--- src/rtl/bitwise_pipe16_if.sv ---
// Handshake bundle for bitwise_pipe16: operand side (in_*) and result side (out_*).
// master: upstream producer / downstream consumer view; slave: the pipeline stage itself.
interface bitwise_pipe16_if #(
  parameter int unsigned WIDTH = 16
);
  logic             in_valid;
  logic             in_ready;
  logic [WIDTH-1:0] in_a;
  logic [WIDTH-1:0] in_b;
  logic [1:0]       in_op;
  logic             out_valid;
  logic             out_ready;
  logic [WIDTH-1:0] out_data;
  logic             out_zero;

  modport master (
    output in_valid, in_a, in_b, in_op, out_ready,
    input  in_ready, out_valid, out_data, out_zero
  );

  modport slave (
    input  in_valid, in_a, in_b, in_op, out_ready,
    output in_ready, out_valid, out_data, out_zero
  );
endinterface

--- src/rtl/bitwise_pipe16.sv ---
// bitwise_pipe16: registered bitwise logic stage (AND/OR/XOR/NAND).
// Operands are buffered in a DEPTH-entry FIFO; the FIFO head feeds the gate and
// the result is captured in an output register with valid/ready handoff.
// Optional build macro BITWISE_PIPE16_STATS_EN adds result_count and stall_seen.
module bitwise_pipe16 #(
  parameter int unsigned WIDTH = 16,
  parameter int unsigned DEPTH = 2
) (
  input  logic             clk,
  input  logic             rst_n,
  bitwise_pipe16_if.slave  bus
`ifdef BITWISE_PIPE16_STATS_EN
  ,
  output logic [15:0]      result_count,
  output logic             stall_seen
`endif
);

  localparam int unsigned PW = (DEPTH > 1) ? $clog2(DEPTH) : 1;
  localparam int unsigned CW = PW + 1;

  typedef enum logic [1:0] {
    OP_AND  = 2'b00,
    OP_OR   = 2'b01,
    OP_XOR  = 2'b10,
    OP_NAND = 2'b11
  } op_e;

  logic [WIDTH-1:0] mem_a  [DEPTH];
  logic [WIDTH-1:0] mem_b  [DEPTH];
  op_e              mem_op [DEPTH];

  logic [PW-1:0]    rd_ptr;
  logic [PW-1:0]    wr_ptr;
  logic [CW-1:0]    count;

  logic             in_ready_w;
  logic             push;
  logic             pop;
  logic             handoff;
  logic [WIDTH-1:0] result;

  logic             out_valid_q;
  logic [WIDTH-1:0] out_data_q;
  logic             out_zero_q;

  // Ready depends on FIFO occupancy only, never on out_ready.
  assign in_ready_w = (count != CW'(DEPTH));
  assign push       = bus.in_valid && in_ready_w;
  assign pop        = (count != '0) && (!out_valid_q || bus.out_ready);
  assign handoff    = out_valid_q && bus.out_ready;

  assign bus.in_ready  = in_ready_w;
  assign bus.out_valid = out_valid_q;
  assign bus.out_data  = out_data_q;
  assign bus.out_zero  = out_zero_q;

  // FIFO storage: payload only, no reset needed since pointers/count gate its use.
  always_ff @(posedge clk) begin
    if (push) begin
      mem_a[wr_ptr]  <= bus.in_a;
      mem_b[wr_ptr]  <= bus.in_b;
      mem_op[wr_ptr] <= op_e'(bus.in_op);
    end
  end

  // Bitwise gate driven by the FIFO head.
  always_comb begin
    result = '0;
    unique case (mem_op[rd_ptr])
      OP_AND:  result = mem_a[rd_ptr] & mem_b[rd_ptr];
      OP_OR:   result = mem_a[rd_ptr] | mem_b[rd_ptr];
      OP_XOR:  result = mem_a[rd_ptr] ^ mem_b[rd_ptr];
      OP_NAND: result = ~(mem_a[rd_ptr] & mem_b[rd_ptr]);
      default: result = '0;
    endcase
  end

  // FIFO pointers and occupancy; pointers wrap naturally at DEPTH (power of 2).
  always_ff @(posedge clk or negedge rst_n) begin
    if (!rst_n) begin
      wr_ptr <= '0;
      rd_ptr <= '0;
      count  <= '0;
    end else begin
      if (push) wr_ptr <= wr_ptr + PW'(1);
      if (pop)  rd_ptr <= rd_ptr + PW'(1);
      unique case ({push, pop})
        2'b10:   count <= count + CW'(1);
        2'b01:   count <= count - CW'(1);
        default: count <= count;
      endcase
    end
  end

  // Output register: load on pop, otherwise drop valid after a handoff and hold data.
  always_ff @(posedge clk or negedge rst_n) begin
    if (!rst_n) begin
      out_valid_q <= 1'b0;
      out_data_q  <= '0;
      out_zero_q  <= 1'b0;
    end else if (pop) begin
      out_valid_q <= 1'b1;
      out_data_q  <= result;
      out_zero_q  <= (result == '0);
    end else if (handoff) begin
      out_valid_q <= 1'b0;
    end
  end

`ifdef BITWISE_PIPE16_STATS_EN
  // Handshake counter (wraps) and sticky backpressure flag.
  always_ff @(posedge clk or negedge rst_n) begin
    if (!rst_n) begin
      result_count <= '0;
      stall_seen   <= 1'b0;
    end else begin
      if (handoff) result_count <= result_count + 16'd1;
      if (out_valid_q && !bus.out_ready) stall_seen <= 1'b1;
    end
  end
`endif

endmodule
--- src/flat_wrapper.sv ---
// flat-port wrapper written by rule: the top's interface ports become plain ports
module bitwise_pipe16_flat 
#(
  parameter int unsigned WIDTH = 16,
  parameter int unsigned DEPTH = 2
)
  (clk, rst_n, bus_in_valid, bus_in_a, bus_in_b, bus_in_op, bus_out_ready, bus_in_ready, bus_out_valid, bus_out_data, bus_out_zero);
  bitwise_pipe16_if #(.WIDTH(WIDTH)) bus_i ();
  input  logic clk;
  input  logic rst_n;
  input wire logic [$bits(bus_i.in_valid)-1:0] bus_in_valid;
  input wire logic [$bits(bus_i.in_a)-1:0] bus_in_a;
  input wire logic [$bits(bus_i.in_b)-1:0] bus_in_b;
  input wire logic [$bits(bus_i.in_op)-1:0] bus_in_op;
  input wire logic [$bits(bus_i.out_ready)-1:0] bus_out_ready;
  output wire logic [$bits(bus_i.in_ready)-1:0] bus_in_ready;
  output wire logic [$bits(bus_i.out_valid)-1:0] bus_out_valid;
  output wire logic [$bits(bus_i.out_data)-1:0] bus_out_data;
  output wire logic [$bits(bus_i.out_zero)-1:0] bus_out_zero;
  assign bus_i.in_valid = bus_in_valid;
  assign bus_i.in_a = bus_in_a;
  assign bus_i.in_b = bus_in_b;
  assign bus_i.in_op = bus_in_op;
  assign bus_i.out_ready = bus_out_ready;
  assign bus_in_ready = bus_i.in_ready;
  assign bus_out_valid = bus_i.out_valid;
  assign bus_out_data = bus_i.out_data;
  assign bus_out_zero = bus_i.out_zero;
  bitwise_pipe16 #(.WIDTH(WIDTH), .DEPTH(DEPTH)) u_core (.clk(clk), .rst_n(rst_n), .bus(bus_i));
endmodule
--- config.mk ---
export PLATFORM = sky130hd
export DESIGN_NAME = bitwise_pipe16_flat
export DESIGN_NICKNAME = d
export VERILOG_FILES = /design/src/rtl/bitwise_pipe16_if.sv /design/src/rtl/bitwise_pipe16.sv /design/src/flat_wrapper.sv
export SDC_FILE = /design/constraint.sdc
export NUM_CORES = 1
export LEC_CHECK = 0
export CORE_MARGIN = 2
export CORE_UTILIZATION = 30
export CTS_BUF_LIST = sky130_fd_sc_hd__clkbuf_8
export CTS_CLUSTER_DIAMETER = 30
export DETAILED_ROUTE_END_ITERATION = 7
export GPL_TIMING_DRIVEN = 0
export SLEW_MARGIN = 30
export SYNTH_ARGS = -nofsm -noshare
export SYNTH_HDL_FRONTEND = slang
export SYNTH_SLANG_ARGS = --single-unit
--- constraint.sdc ---
create_clock -name clk -period 2.9 [get_ports clk]
set_input_delay 0.435 -clock clk [delete_from_list [all_inputs] [get_ports clk]]
set_output_delay 0.435 -clock clk [all_outputs]
set_load 0.02 [all_outputs]
==> impl_metrics.csv <==
group,metric,value,unit
finish,nets,484,
logic_synthesis,synthTopCellsByArea,"edfxtp_1, dfrtp_1, mux2i_1",
global_routing,antenna_found_initial,0,
setup_path,cpPeakStageDelay,0.52,ns
cts,cts_buffers,9,
logic_synthesis,synth.most_common_cell,"edfxtp_1",
die,core,14530,um^2
cts,cts-hold-fix-buffers,0,
global_routing,globalRouteTotalUtil,11.93,%
logic_synthesis,synth_edf_count,68,
power_and_ir_drop,power_frac_comb,49.3,%
route,wl_per_cell,14.95,um
finish,fin_cells,602,
power_and_ir_drop,seqPwrFrac,34.8,%
power_and_ir_drop,vdd_drop_max,0.0003192,V
global_routing,grt-ovfl-total,0,
finish,drive_gt1_share,9.569,%
die,start_util,30.72,%
die,io_pins,57,
setup_path,worstReg2RegEnd,"u_core.bus.out_zero",
setup_path,crit_chain,"buf_6, clkdlybuf4s15_2, mux2i_1, ha_1, a211oi_1, a211o_1, nand4_1, nor4b_2, a32o_1",
setup_path,end_kind,"flop",
logic_synthesis,ys_seq_area_share,58.06,%
setup_path,slowest_stage,"clkdlybuf4s15_2",
setup_path,crit_buf_inv,2,
placement,dp_hpwl,6.744,mm
placement,placed_cells,586,
placement,place_ws,-0.1008,ns
sta,drv_slew,0,
finish,final_util,38.08,%
cts,cts.sinks,90,
setup_path,worstSetupPathType,"flop to flop",
finish,antennaDiodeCount,0,
sta,relSlewSlack,60.85,%
route,initialDrtViolationCount,140,
logic_synthesis,ys_types,34,
flow_run,drv_cap,0,
die,die_x,126.0,um
setup_path,ff2ff_setup_slack,0.21,ns
logic_synthesis,synthArstFlopShare,24.44,%
sta,worst_slack,0.2118,ns
sta,rsz0062_at_grt,"false",
hold_path,hold_class,"primary input to async pin",
setup_path,crit_path_start_kind,"flop",
setup_path,r2r-start,"u_core.rd_ptr",
cts,clk_latency,0.36,ns
logic_synthesis,yosys-top-cells-count,"edfxtp_1, inv_1, mux2i_1, ha_1, o211ai_1",
logic_synthesis,syn_inst,344,
setup_path,crit_arrival,2.99,ns
logic_synthesis,synth-seq-cells,90,
route,drc,0,
sta,setup_viol,0,
power_and_ir_drop,p_per_area,1028,nW/um^2
logic_synthesis,avgSynthCellArea,12.98,um^2
die,dieArea,15880,um^2
route,vias,2792,
setup_path,crit_fanout,10,
status,status,"finished clean",
power_and_ir_drop,power_switching,2.194,mW
setup_path,ff2ff_path_depth,9,
logic_synthesis,synth_top_area_share,45.73,%
die,rows,44,
cts,h-tree-depth,3,
logic_synthesis,synthFlopType,"edfxtp_1",
logic_synthesis,yosysWarningCount,0,
power_and_ir_drop,p_sw_share,38.57,%
sta,worst_pin_slew,0.5859,ns
power_and_ir_drop,internal_power,3.494,mW
power_and_ir_drop,total_power,5.688,mW
global_routing,grt_max_degree,23,
setup_path,startpoint,"u_core.rd_ptr",
sta,fin_crit,2.688,ns
power_and_ir_drop,clock_power_share,15.9,%
cts,cts.path.max_buffers,2,
logic_synthesis,synth_nets,415,
power_and_ir_drop,power.static_leakage,2.265,nW
placement,gp_congestion,0.7640,
logic_synthesis,syn_area,4466,um^2
sta,final_hold_viol_count,0,
placement,portBuffers,56,
global_routing,grt_first_pass_wirelength,14.75,mm
cts,tritoncts,"yes",
sta,skew,0.01124,ns
die,dieHeight,126.0,um
route,dr.pass1.iters,4,
sta,finalCritPeriodShare,92.70,%
finish,area_delta_synth_final,23.93,%
route,wirelength,9.002,mm
route,ant_nets,0,
route,avgViaCountPerCell,4.638,
logic_synthesis,synth_area_leader_cell,"edfxtp_1",
global_routing,grt_pass1_vias,2903,
setup_path,required,3.20,ns
setup_path,critical_path.top_delay_family,"buffers and inverters",
cts,cts_root_buffer,"clkbuf_8",
sta,max_clock_freq,372.0,MHz
cts,path_clk_slew,0.09,ns
worst register-to-register path: stages, from the launching register on:
cell and delay (ns):
dfrtp_1 0.35, buf_6 0.18, clkdlybuf4s15_2 0.52, mux2i_1 0.30, ha_1 0.28, a211oi_1 0.23, a211o_1 0.18, nand4_1 0.11
nor4b_2 0.28, a32o_1 0.20
sequential cells by signal, summed over array words and instances, names as in the netlist:
name                  flops
u_core.bus.out_data      16
u_core.bus.out_valid      1
u_core.bus.out_zero       1
u_core.count              2
u_core.mem_a             32
u_core.mem_b             32
u_core.mem_op             4
u_core.rd_ptr             1
u_core.wr_ptr             1
per-stage QoR:
step	hold slack, ns	cell area (um^2)	setup TNS [ns]
2_1_floorplan	0.1394	4466	0
3_3_place_gp	0.4769	5256	-29.83
3_5_place_dp	0.4298	5315	-0.1008
4_1_cts	0.03321	5532	0
5_1_grt	0.04507	5534	0
6_report	0.02522	5534	0
kinds of logic (layout without fill, tap and decap cells):
logic type	Yosys count	in the layout	share of synthesized area, %
xor+xnor	5	5	0.9806
compound gates	73	73	10.82
flops	90	90	58.06
simple gates	38	38	3.950
fa+ha+maj	33	33	9.246
mux	47	47	11.15
buf+inv	58	132	5.800
layout by cell type, fill, tap and decap left out, drive strengths merged, types with 4 or more instances in the layout:
master	synthesis	layout
mux2i	44	44
edfxtp	68	68
buf	12	12
o21ai	24	24
xnor2	4	4
nand2	19	19
nor2	9	9
dfrtp	22	22
clkdlybuf4s50	0	55
inv	43	44
ha	33	33
clkbuf	3	14
a211oi	4	4
nand2b	5	5
o211ai	30	30
a21oi	8	8
cell type report:
type                       count  area, um^2
fill                        1416        9000
buffer                        15       107.6
tap                          184       230.2
sequential                    90        2592
clock buffer                   9       123.9
clock inverter                 7       85.08
timing repair buffer          58       610.6
inverter                      43       161.4
multi-input combinational    196        1623
power by group through the flow:
stage,combinational (mW),clock (mW),sequential (mW)
after floorplan,1.80,0,2.10
after global placement,2.67,0,2.01
after detailed placement,2.83,0,2.02
after CTS,2.84,0.924,1.99
after global routing,3.15,0.974,2.02
final,2.81,0.903,1.98
routing by layer:
metal / GRT usage (%) / vias to the layer above / part of all wire (%)
met3: 3.016 / 11 / 4.2
met1: 15.51 / 1345 / 46
met2: 19.45 / 55 / 48
met5: 0 / - / 0
li1: - / 1381 / -
met4: 4.137 / 0 / 1.8
worst max path at each step:
| stage | to | cells after the start |
|---|---|---|
| CTS | u_core.bus.out_zero | 11 |
| global placement | u_core.mem_a[0][5] | 3 |
| detailed placement | u_core.bus.out_zero | 9 |
| global route | u_core.bus.out_zero | 9 |
| floorplan | u_core.mem_a[0][0] | 3 |
| finish | u_core.bus.out_zero | 9 |
what timing repair did:
action,4_1_cts,5_1_grt
setup endpoints to repair,1,1
buffers inserted,0,0
resized for setup,2,2
endpoints found under the hold margin,0,0
(Power assumes the default switching activity.)
